### src/rtl/cfg_ls_stream_sel_packer.sv
// Packs per-bank load/store stream-select fields into 32-bit cfg words and writes them out over valid/ready.
// Optional CFG_LS_PACK_SKIP_UNCHANGED_EN: skip words identical to the last value written.
module cfg_ls_stream_sel_packer #(
   parameter int N_BANKS_GROUP           = 4,
   parameter int N_BANKS_PER_STREAM      = 4,
   parameter int LOG_N_AGE_PER_STREAM    = 3,
   parameter int LOG_N_PE_PER_GROUP      = 4,
   parameter int N_CFG_REGS_LOAD_STREAM  =
      (N_BANKS_GROUP * N_BANKS_PER_STREAM * LOG_N_AGE_PER_STREAM + 31) / 32,
   parameter int N_CFG_REGS_STORE_STREAM =
      (N_BANKS_GROUP * N_BANKS_PER_STREAM * LOG_N_PE_PER_GROUP + 31) / 32,
   parameter int IDX_W =
      (((N_CFG_REGS_LOAD_STREAM > N_CFG_REGS_STORE_STREAM) ?
        N_CFG_REGS_LOAD_STREAM : N_CFG_REGS_STORE_STREAM) > 1) ?
      $clog2((N_CFG_REGS_LOAD_STREAM > N_CFG_REGS_STORE_STREAM) ?
             N_CFG_REGS_LOAD_STREAM : N_CFG_REGS_STORE_STREAM) : 1
) (
   input  logic clk_i,
   input  logic rst_n_i,
   input  logic start_i,
   input  logic [N_BANKS_GROUP-1:0][N_BANKS_PER_STREAM-1:0][LOG_N_AGE_PER_STREAM-1:0] l_stream_sel_i,
   input  logic [N_BANKS_GROUP-1:0][N_BANKS_PER_STREAM-1:0][LOG_N_PE_PER_GROUP-1:0]   s_stream_sel_i,
   output logic             wr_valid_o,
   input  logic             wr_ready_i,
   output logic             wr_store_o,
   output logic [IDX_W-1:0] wr_idx_o,
   output logic [31:0]      wr_data_o,
   output logic             busy_o,
   output logic             done_o
);

   localparam int WL           = LOG_N_AGE_PER_STREAM;
   localparam int WS           = LOG_N_PE_PER_GROUP;
   localparam int LOAD_FLAT_W  = N_CFG_REGS_LOAD_STREAM * 32;
   localparam int STORE_FLAT_W = N_CFG_REGS_STORE_STREAM * 32;

   typedef enum logic [1:0] {
      IDLE,
      LOAD,
      STORE,
      DONE
   } state_t;

   state_t state, state_nxt;
   logic [IDX_W-1:0] idx, idx_nxt;

   logic [N_BANKS_GROUP-1:0][N_BANKS_PER_STREAM-1:0][WL-1:0] l_snap;
   logic [N_BANKS_GROUP-1:0][N_BANKS_PER_STREAM-1:0][WS-1:0] s_snap;

   logic [LOAD_FLAT_W-1:0]  load_flat;
   logic [STORE_FLAT_W-1:0] store_flat;
   logic [31:0] load_word, store_word, cur_word;
   logic in_word, skip, advance;

   always_ff @(posedge clk_i) begin
      if (!rst_n_i) begin
         state  <= IDLE;
         idx    <= '0;
         l_snap <= '0;
         s_snap <= '0;
      end else begin
         state <= state_nxt;
         idx   <= idx_nxt;
         if (state == IDLE && start_i) begin
            l_snap <= l_stream_sel_i;
            s_snap <= s_stream_sel_i;
         end
      end
   end

   // Field e = j*N_BANKS_PER_STREAM + k lands at flat bits [(e+1)*W-1 -: W]; fields may straddle words.
   always_comb begin
      load_flat  = '0;
      store_flat = '0;
      for (int j = 0; j < N_BANKS_GROUP; j++) begin
         for (int k = 0; k < N_BANKS_PER_STREAM; k++) begin
            load_flat[(j*N_BANKS_PER_STREAM + k)*WL +: WL]  = l_snap[j][k];
            store_flat[(j*N_BANKS_PER_STREAM + k)*WS +: WS] = s_snap[j][k];
         end
      end
   end

   always_comb begin
      load_word  = '0;
      store_word = '0;
      for (int n = 0; n < N_CFG_REGS_LOAD_STREAM; n++) begin
         if (idx == IDX_W'(n)) load_word = load_flat[n*32 +: 32];
      end
      for (int n = 0; n < N_CFG_REGS_STORE_STREAM; n++) begin
         if (idx == IDX_W'(n)) store_word = store_flat[n*32 +: 32];
      end
   end

   assign in_word  = (state == LOAD) || (state == STORE);
   assign cur_word = (state == STORE) ? store_word : load_word;

`ifdef CFG_LS_PACK_SKIP_UNCHANGED_EN
   logic [31:0] load_shadow  [N_CFG_REGS_LOAD_STREAM];
   logic [31:0] store_shadow [N_CFG_REGS_STORE_STREAM];
   logic        shadow_valid;
   logic [31:0] shadow_word;

   always_comb begin
      shadow_word = '0;
      for (int n = 0; n < N_CFG_REGS_LOAD_STREAM; n++) begin
         if (state == LOAD && idx == IDX_W'(n)) shadow_word = load_shadow[n];
      end
      for (int n = 0; n < N_CFG_REGS_STORE_STREAM; n++) begin
         if (state == STORE && idx == IDX_W'(n)) shadow_word = store_shadow[n];
      end
   end

   assign skip = shadow_valid && in_word && (cur_word == shadow_word);

   // Shadows only track words the register file actually accepted.
   always_ff @(posedge clk_i) begin
      if (!rst_n_i) begin
         shadow_valid <= 1'b0;
         for (int n = 0; n < N_CFG_REGS_LOAD_STREAM; n++)  load_shadow[n]  <= '0;
         for (int n = 0; n < N_CFG_REGS_STORE_STREAM; n++) store_shadow[n] <= '0;
      end else begin
         if (state == DONE) shadow_valid <= 1'b1;
         for (int n = 0; n < N_CFG_REGS_LOAD_STREAM; n++) begin
            if (wr_valid_o && wr_ready_i && state == LOAD && idx == IDX_W'(n))
               load_shadow[n] <= cur_word;
         end
         for (int n = 0; n < N_CFG_REGS_STORE_STREAM; n++) begin
            if (wr_valid_o && wr_ready_i && state == STORE && idx == IDX_W'(n))
               store_shadow[n] <= cur_word;
         end
      end
   end
`else
   assign skip = 1'b0;
`endif

   assign advance = in_word && (skip || wr_ready_i);

   always_comb begin
      state_nxt = state;
      idx_nxt   = idx;
      case (state)
         IDLE: begin
            if (start_i) begin
               state_nxt = LOAD;
               idx_nxt   = '0;
            end
         end
         LOAD: begin
            if (advance) begin
               if (idx == IDX_W'(N_CFG_REGS_LOAD_STREAM - 1)) begin
                  state_nxt = STORE;
                  idx_nxt   = '0;
               end else begin
                  idx_nxt = idx + 1'b1;
               end
            end
         end
         STORE: begin
            if (advance) begin
               if (idx == IDX_W'(N_CFG_REGS_STORE_STREAM - 1)) begin
                  state_nxt = DONE;
                  idx_nxt   = '0;
               end else begin
                  idx_nxt = idx + 1'b1;
               end
            end
         end
         DONE: begin
            state_nxt = IDLE;
            idx_nxt   = '0;
         end
         default: begin
            state_nxt = IDLE;
            idx_nxt   = '0;
         end
      endcase
   end

   assign wr_valid_o = in_word && !skip;
   assign wr_store_o = (state == STORE);
   assign wr_idx_o   = in_word ? idx : '0;
   assign wr_data_o  = in_word ? cur_word : '0;
   assign busy_o     = in_word;
   assign done_o     = (state == DONE);

endmodule

### config.mk
export PLATFORM = sky130hd
export DESIGN_NAME = cfg_ls_stream_sel_packer
export DESIGN_NICKNAME = d
export VERILOG_FILES = /design/src/rtl/cfg_ls_stream_sel_packer.sv
export SDC_FILE = /design/constraint.sdc
export NUM_CORES = 1
export LEC_CHECK = 0
export BUFFER_PORTS_ARGS = -buffer_cell sky130_fd_sc_hd__buf_2
export CORE_AREA = 2 2 101 103
export CTS_BUF_LIST = sky130_fd_sc_hd__clkbuf_16
export DETAILED_ROUTE_END_ITERATION = 12
export DIE_AREA = 0 0 103 105
export PLACE_DENSITY = 0.83
export REMOVE_ABC_BUFFERS = 1
export SLEW_MARGIN = 25
export SYNTH_ARGS = -nofsm -noshare
export SYNTH_HDL_FRONTEND = slang
export SYNTH_SLANG_ARGS = --single-unit
### constraint.sdc
create_clock -name clk_i -period 3 [get_ports clk_i]
set_input_delay 0.15 -clock clk_i [delete_from_list [all_inputs] [get_ports clk_i]]
set_output_delay 0.15 -clock clk_i [all_outputs]
set_load 0.1 [all_outputs]
; After elaboration in Yosys (flattened, before gate mapping)
; Index checks and enable logic that the tools add are counted.
[classes]
reduce_logical = 7
n_mux = 15
add_sub_neg = 1
n_eq_ne = 9
[ops]
columns = operator, n
row1 = $mux W32, 4
row2 = $mux W2, 5
row3 = $pmux W2 S4, 1
row4 = $ne A2 B1 Y1 const B, 3
row5 = $ne A2 B2 Y1 const B, 3
row6 = $reduce_and A5 Y1, 1
row7 = $eq A2 B2 Y1 const B, 2
row8 = $mux W1, 4
row9 = $pmux W1 S3, 1
row10 = $eq A2 B1 Y1 const B, 1
row11 = $logic_and A1 B1 Y1, 2
row12 = $logic_not A2 Y1, 1
row13 = $reduce_and A2 Y1, 1
row14 = $reduce_or A2 Y1, 1
row15 = $add A1 B1 Y1 const B, 1
row16 = $logic_or A1 B1 Y1, 1
[totals]
wordCells = 66
out_inout_bits = 37
register_bits = 115
inputBits = 116

; Logic depth before layout (Yosys ltp)
[logic_depth]
ltp_word = 5
mapped_depth = 8
depth_no_buf = 5

; Worst setup path before layout
; No wires, ideal clock.
[synth_timing]
kind = flip-flop to output port
from = reg state[0]
to = out wr_data_o[12]
t_arrival_ns = 2.728
path_stages_with_launch = 8
path_buffers = 3
path_slack_ns = 0.122
required_ns = 2.850
path_cell_list = dfxtp_1 inv_1 ha_1 buf_6 buf_12 buf_2 mux4_2 and2_1
[synth_via]
elab_chain_len = 3
word_cells_on_any_way = 5
cone_classes = eq/ne: 2 / mux: 2 / reduce/logical: 1
[synth_rtl]
columns = item, line
row1 = "start, declared", 44  ; state_t state, state_nxt;
row2 = "start signal, assigned", 62  ; state <= state_nxt;
row3 = $eq A2 B2 Y1 *, n/a
row4 = net wr_store_o, 25  ; output logic wr_store_o,
row5 = $mux W32 / $logic_or A1 B1 Y1 (equally long branches), "95, 94"
row6 = $mux W32 *, 183  ; assign wr_data_o = in_word ? cur_word : '0;
row7 = "end, declared", 27  ; output logic [31:0] wr_data_o,
; The timed path passes the listed nets; every way through them passes the cells marked *.

; Worst setup path after layout
[layout_timing]
from = reg state[0]
to = out wr_data_o[14]
[layout_via]
elab_chain_len = 3
word_cells_on_any_way = 5
cone_classes = eq/ne: 2 / mux: 2 / reduce/logical: 1
[layout_rtl]
columns = item, line
row1 = $eq A2 B2 Y1 / $eq A2 B1 Y1 (equally long branches), "94, 95"
row2 = $mux W32 / $logic_or A1 B1 Y1 (equally long branches), "95, 94"
row3 = $mux W32 *, 183
; Every way passes the cells marked *; elsewhere a longest branch is shown, timed or not.

==> impl_metrics.py <==
metrics = {
    "final_layout": {
        "filler_cell_count": 622,
        "layout.cells.most_common": "nand2_1",
        "final_cell_utilization_of_the_core": 0.789,
        "layout.area.seq_um2": 2300,
        "drive_above_1_share": 0.243,
        "nets": 960,
        "finalInstanceArea_um2": 7610,
        "multi_input_comb_area_um2": 2750,
        "mostFrequentLayoutCells": "225 x nand2_1, 152 x buf_2, 114 x dfxtp_1, 92 x dlygate4sd3_1, 77 x a21boi_1",
        "area_growth_pct": 42.8,
    },
    "sta": {
        "rsz0062_at_grt": "false",
        "timing.fmax_mhz": 357,
        "finalWorstPathRequiredPeriod_ns": 2.80,
        "timing_hold_violations_final": 2,
        "worst_hold_slack_ns": -0.00839,
        "number_of_max_slew_violations_in_the_final_report": 0,
        "maxSlewHeadroom": 0.457,
        "finalSetupViolations": 0,
        "final_worst_path_cycle_share": 0.934,
        "finalClockSkew_ns": 0.0100,
        "max_slew.worst_pin.slew_ns": 0.814,
        "final.setup.tns_ns": 0,
        "finalWorstSetupSlack_ns": 0.197,
    },
    "clock_network": {
        "tritoncts_clock_tree": "done",
        "insertion_delay_ns": 0.41,
        "num_cts_buffers": 17,
        "clock_tree.buffer_depth": 2,
        "root_buffer": "clkbuf_16",
        "cts.sinks": 115,
        "clkTransAtPathRegs_ns": 0.05,
        "postCtsSetupRepairBufs": 0,
        "cts.htree.levels": 4,
    },
    "run": {
        "drv.max_cap_violation_count": 0,
    },
    "global_route": {
        "globalRoute.totalOverflow": 0,
        "initial_antenna_violation_count": 1,
        "grt_pass1_wl_mm": 23.6,
        "number_of_global_route_vias_before_repair": 5156,
        "maximum_number_of_pins_on_one_net_before_global_route_repair": 69,
        "grt.total_usage": 0.279,
    },
    "worst_setup_path": {
        "critical_path_stages": 6,
        "critical_path_buf_inv_count": 3,
        "worst-path-max-fanout": 18,
        "critical_path_required_ns": 2.85,
        "path_cells": "inv_1 -> ha_2 -> buf_12 -> mux4_2 -> and2_1 -> buf_2",
        "crit_end_element": "primary output",
        "crit_path_top_delay_cell": "mux4_2",
        "cell_family_contributing_the_most_delay_on_the_critical_path": "buffers and inverters",
        "timing.reg2reg.worst_path_depth": 5,
        "kind_of_critical_path": "reg2out",
        "critPathLaunchType": "register",
        "critical_path_arrival_ns": 2.65,
        "worst_path_largest_cell_delay_ns": 0.55,
    },
    "synthesis": {
        "postSynthRegisterBits": 115,
        "number_of_cells_produced_by_synthesis": 623,
        "syn_avg_cell_area_um2": 8.55,
        "post_synth_main_area_contributors": "dfxtp_1 43%, nand2_1 16%, a21boi_1 11%",
        "yosys.area.top_type_share": 0.432,
        "post_synth_design_cell_area_um2": 5330,
        "synth_warnings": 0,
        "synth.largest_area_cell": "dfxtp_1",
        "distinct_cell_type_count_after_synthesis": 25,
        "post_synthesis_sequential_area_ratio": 0.432,
    },
    "floorplanning": {
        "floorplan.die.height_um": 105,
        "design.core.area_um2": 9640,
        "placementRows": 36,
        "die-width_um": 103,
        "die-area_um2": 10800,
        "starting_density_of_the_core": 0.553,
        "boundaryPins": 153,
    },
    "min_path": {
        "min_path_cells": 3,
        "hold_path.class": "in2reg",
    },
    "routing": {
        "vias_per_cell": 5.28,
        "drt_iter0_markers": 272,
        "via_count": 5203,
        "antenna_left": 0,
        "totalWireLength_mm": 14.9,
        "detail_route.first_pass.iterations": 5,
        "wl_per_cell_um": 15.1,
        "drc_errors": 0,
    },
    "run_status": {
        "violations_in_the_final_reports": "hold timing",
        "run_status": "finished, violations left",
    },
    "place": {
        "detailedPlace.worstSlack_ns": 0.610,
        "placement.cell_area_um2": 6100,
        "finalWeightedCongestion": 0.783,
        "dp_hpwl_mm": 7.94,
        "port-buffer-count": 152,
    },
    "power_and_ir_drop": {
        "ir_drop_v": 0.000430,
        "power.leakage_nw": 3.19,
        "pd_cells_nw_per_um2": 847,
        "total_power_mw": 6.45,
    },
}
final timing paths:
| path | slack (ns) | from | to |
|---|---|---|---|
| max | 0.20 | state[0]$_SDFFE_PN0P_ | wr_data_o[14] |
| min | -0.008 | l_stream_sel_i[28] | l_snap[28]$_SDFFE_PN0P_ |
| min reg2reg | 0.45 | l_snap[2]$_SDFFE_PN0P_ | l_snap[2]$_SDFFE_PN0P_ |
| max reg2reg | 1.00 | state[1]$_SDFFE_PN0P_ | state[1]$_SDFFE_PN0P_ |
worst min-delay path, stage by stage:
cell      delay [ns]
buf_2           0.10
nand2_1         0.04
a21boi_0        0.06
layer usage:
metal | share of wire | up-vias | track usage
met4 | 0.032 | 0 | 0.136
met3 | 0.049 | 50 | 0.0622
met2 | 0.52 | 199 | 0.481
met1 | 0.40 | 2443 | 0.321
met5 | 0 | - | 0
li1 | - | 2511 | -
cell usage after synthesis:
cell,instances
ha_1,5
o31a_1,1
clkbuf_1,23
dfxtp_1,115
o21ai_0,17
buf_4,2
o211a_1,1
buf_1,4
o32a_1,1
nor2b_1,2
a21boi_0,35
o311a_1,2
mux2i_1,16
mux4_1,2
nand3_1,16
and2_1,34
mux4_2,14
nand2_1,226
inv_1,3
buf_6,4
buf_2,19
buf_12,1
or4_1,1
nor3_1,2
a21boi_1,77
power breakdown:
| group | switching, mW | internal [mW] |
|---|---|---|
| registers | 0.201 | 1.81 |
| logic | 1.72 | 0.751 |
| clock network | 0.743 | 1.23 |
timing repair:
action | CTS | global route
resized for setup | 0 | 0
hold buffers | 92 | 0
setup endpoints to repair | 0 | 0
hold endpoints to repair | 92 | 0
flip-flops by register name (all words and copies together) (netlist names):
register  flops
idx           1
l_snap       48
s_snap       64
state         2
layout make-up:
class	instances	share of cell area
multi-input combinational	452	0.362
sequential	115	0.303
timing repair buffer	250	0.235
clock buffer	17	0.0559
tap	133	0.0219
clock inverter	15	0.0209
inverter	3	0.00148
antenna	1	0.000329
logic make-up (layout without fill, tap and decap cells):
| kind of cell | Yosys count | in the layout | synth area share |
|---|---|---|---|
| AND/OR/NAND/NOR | 281 | 281 | 0.220 |
| AO/OA/AOI/OAI | 134 | 134 | 0.183 |
| flip-flops | 115 | 115 | 0.432 |
| other | 0 | 1 | 0 |
| adder cells (fa/ha/maj) | 5 | 5 | 0.0117 |
| multiplexers | 32 | 32 | 0.0991 |
| buffers and inverters | 56 | 285 | 0.0540 |
per-stage QoR:
step	cells	hold slack, ns
after floorplan	570	0.281
after detailed placement	861	0.396
after global routing	986	0.00309
after CTS	985	0.000211
after global placement	861	0.389
final	986	-0.00839
Note: power is estimated with default switching activity, not from simulation.
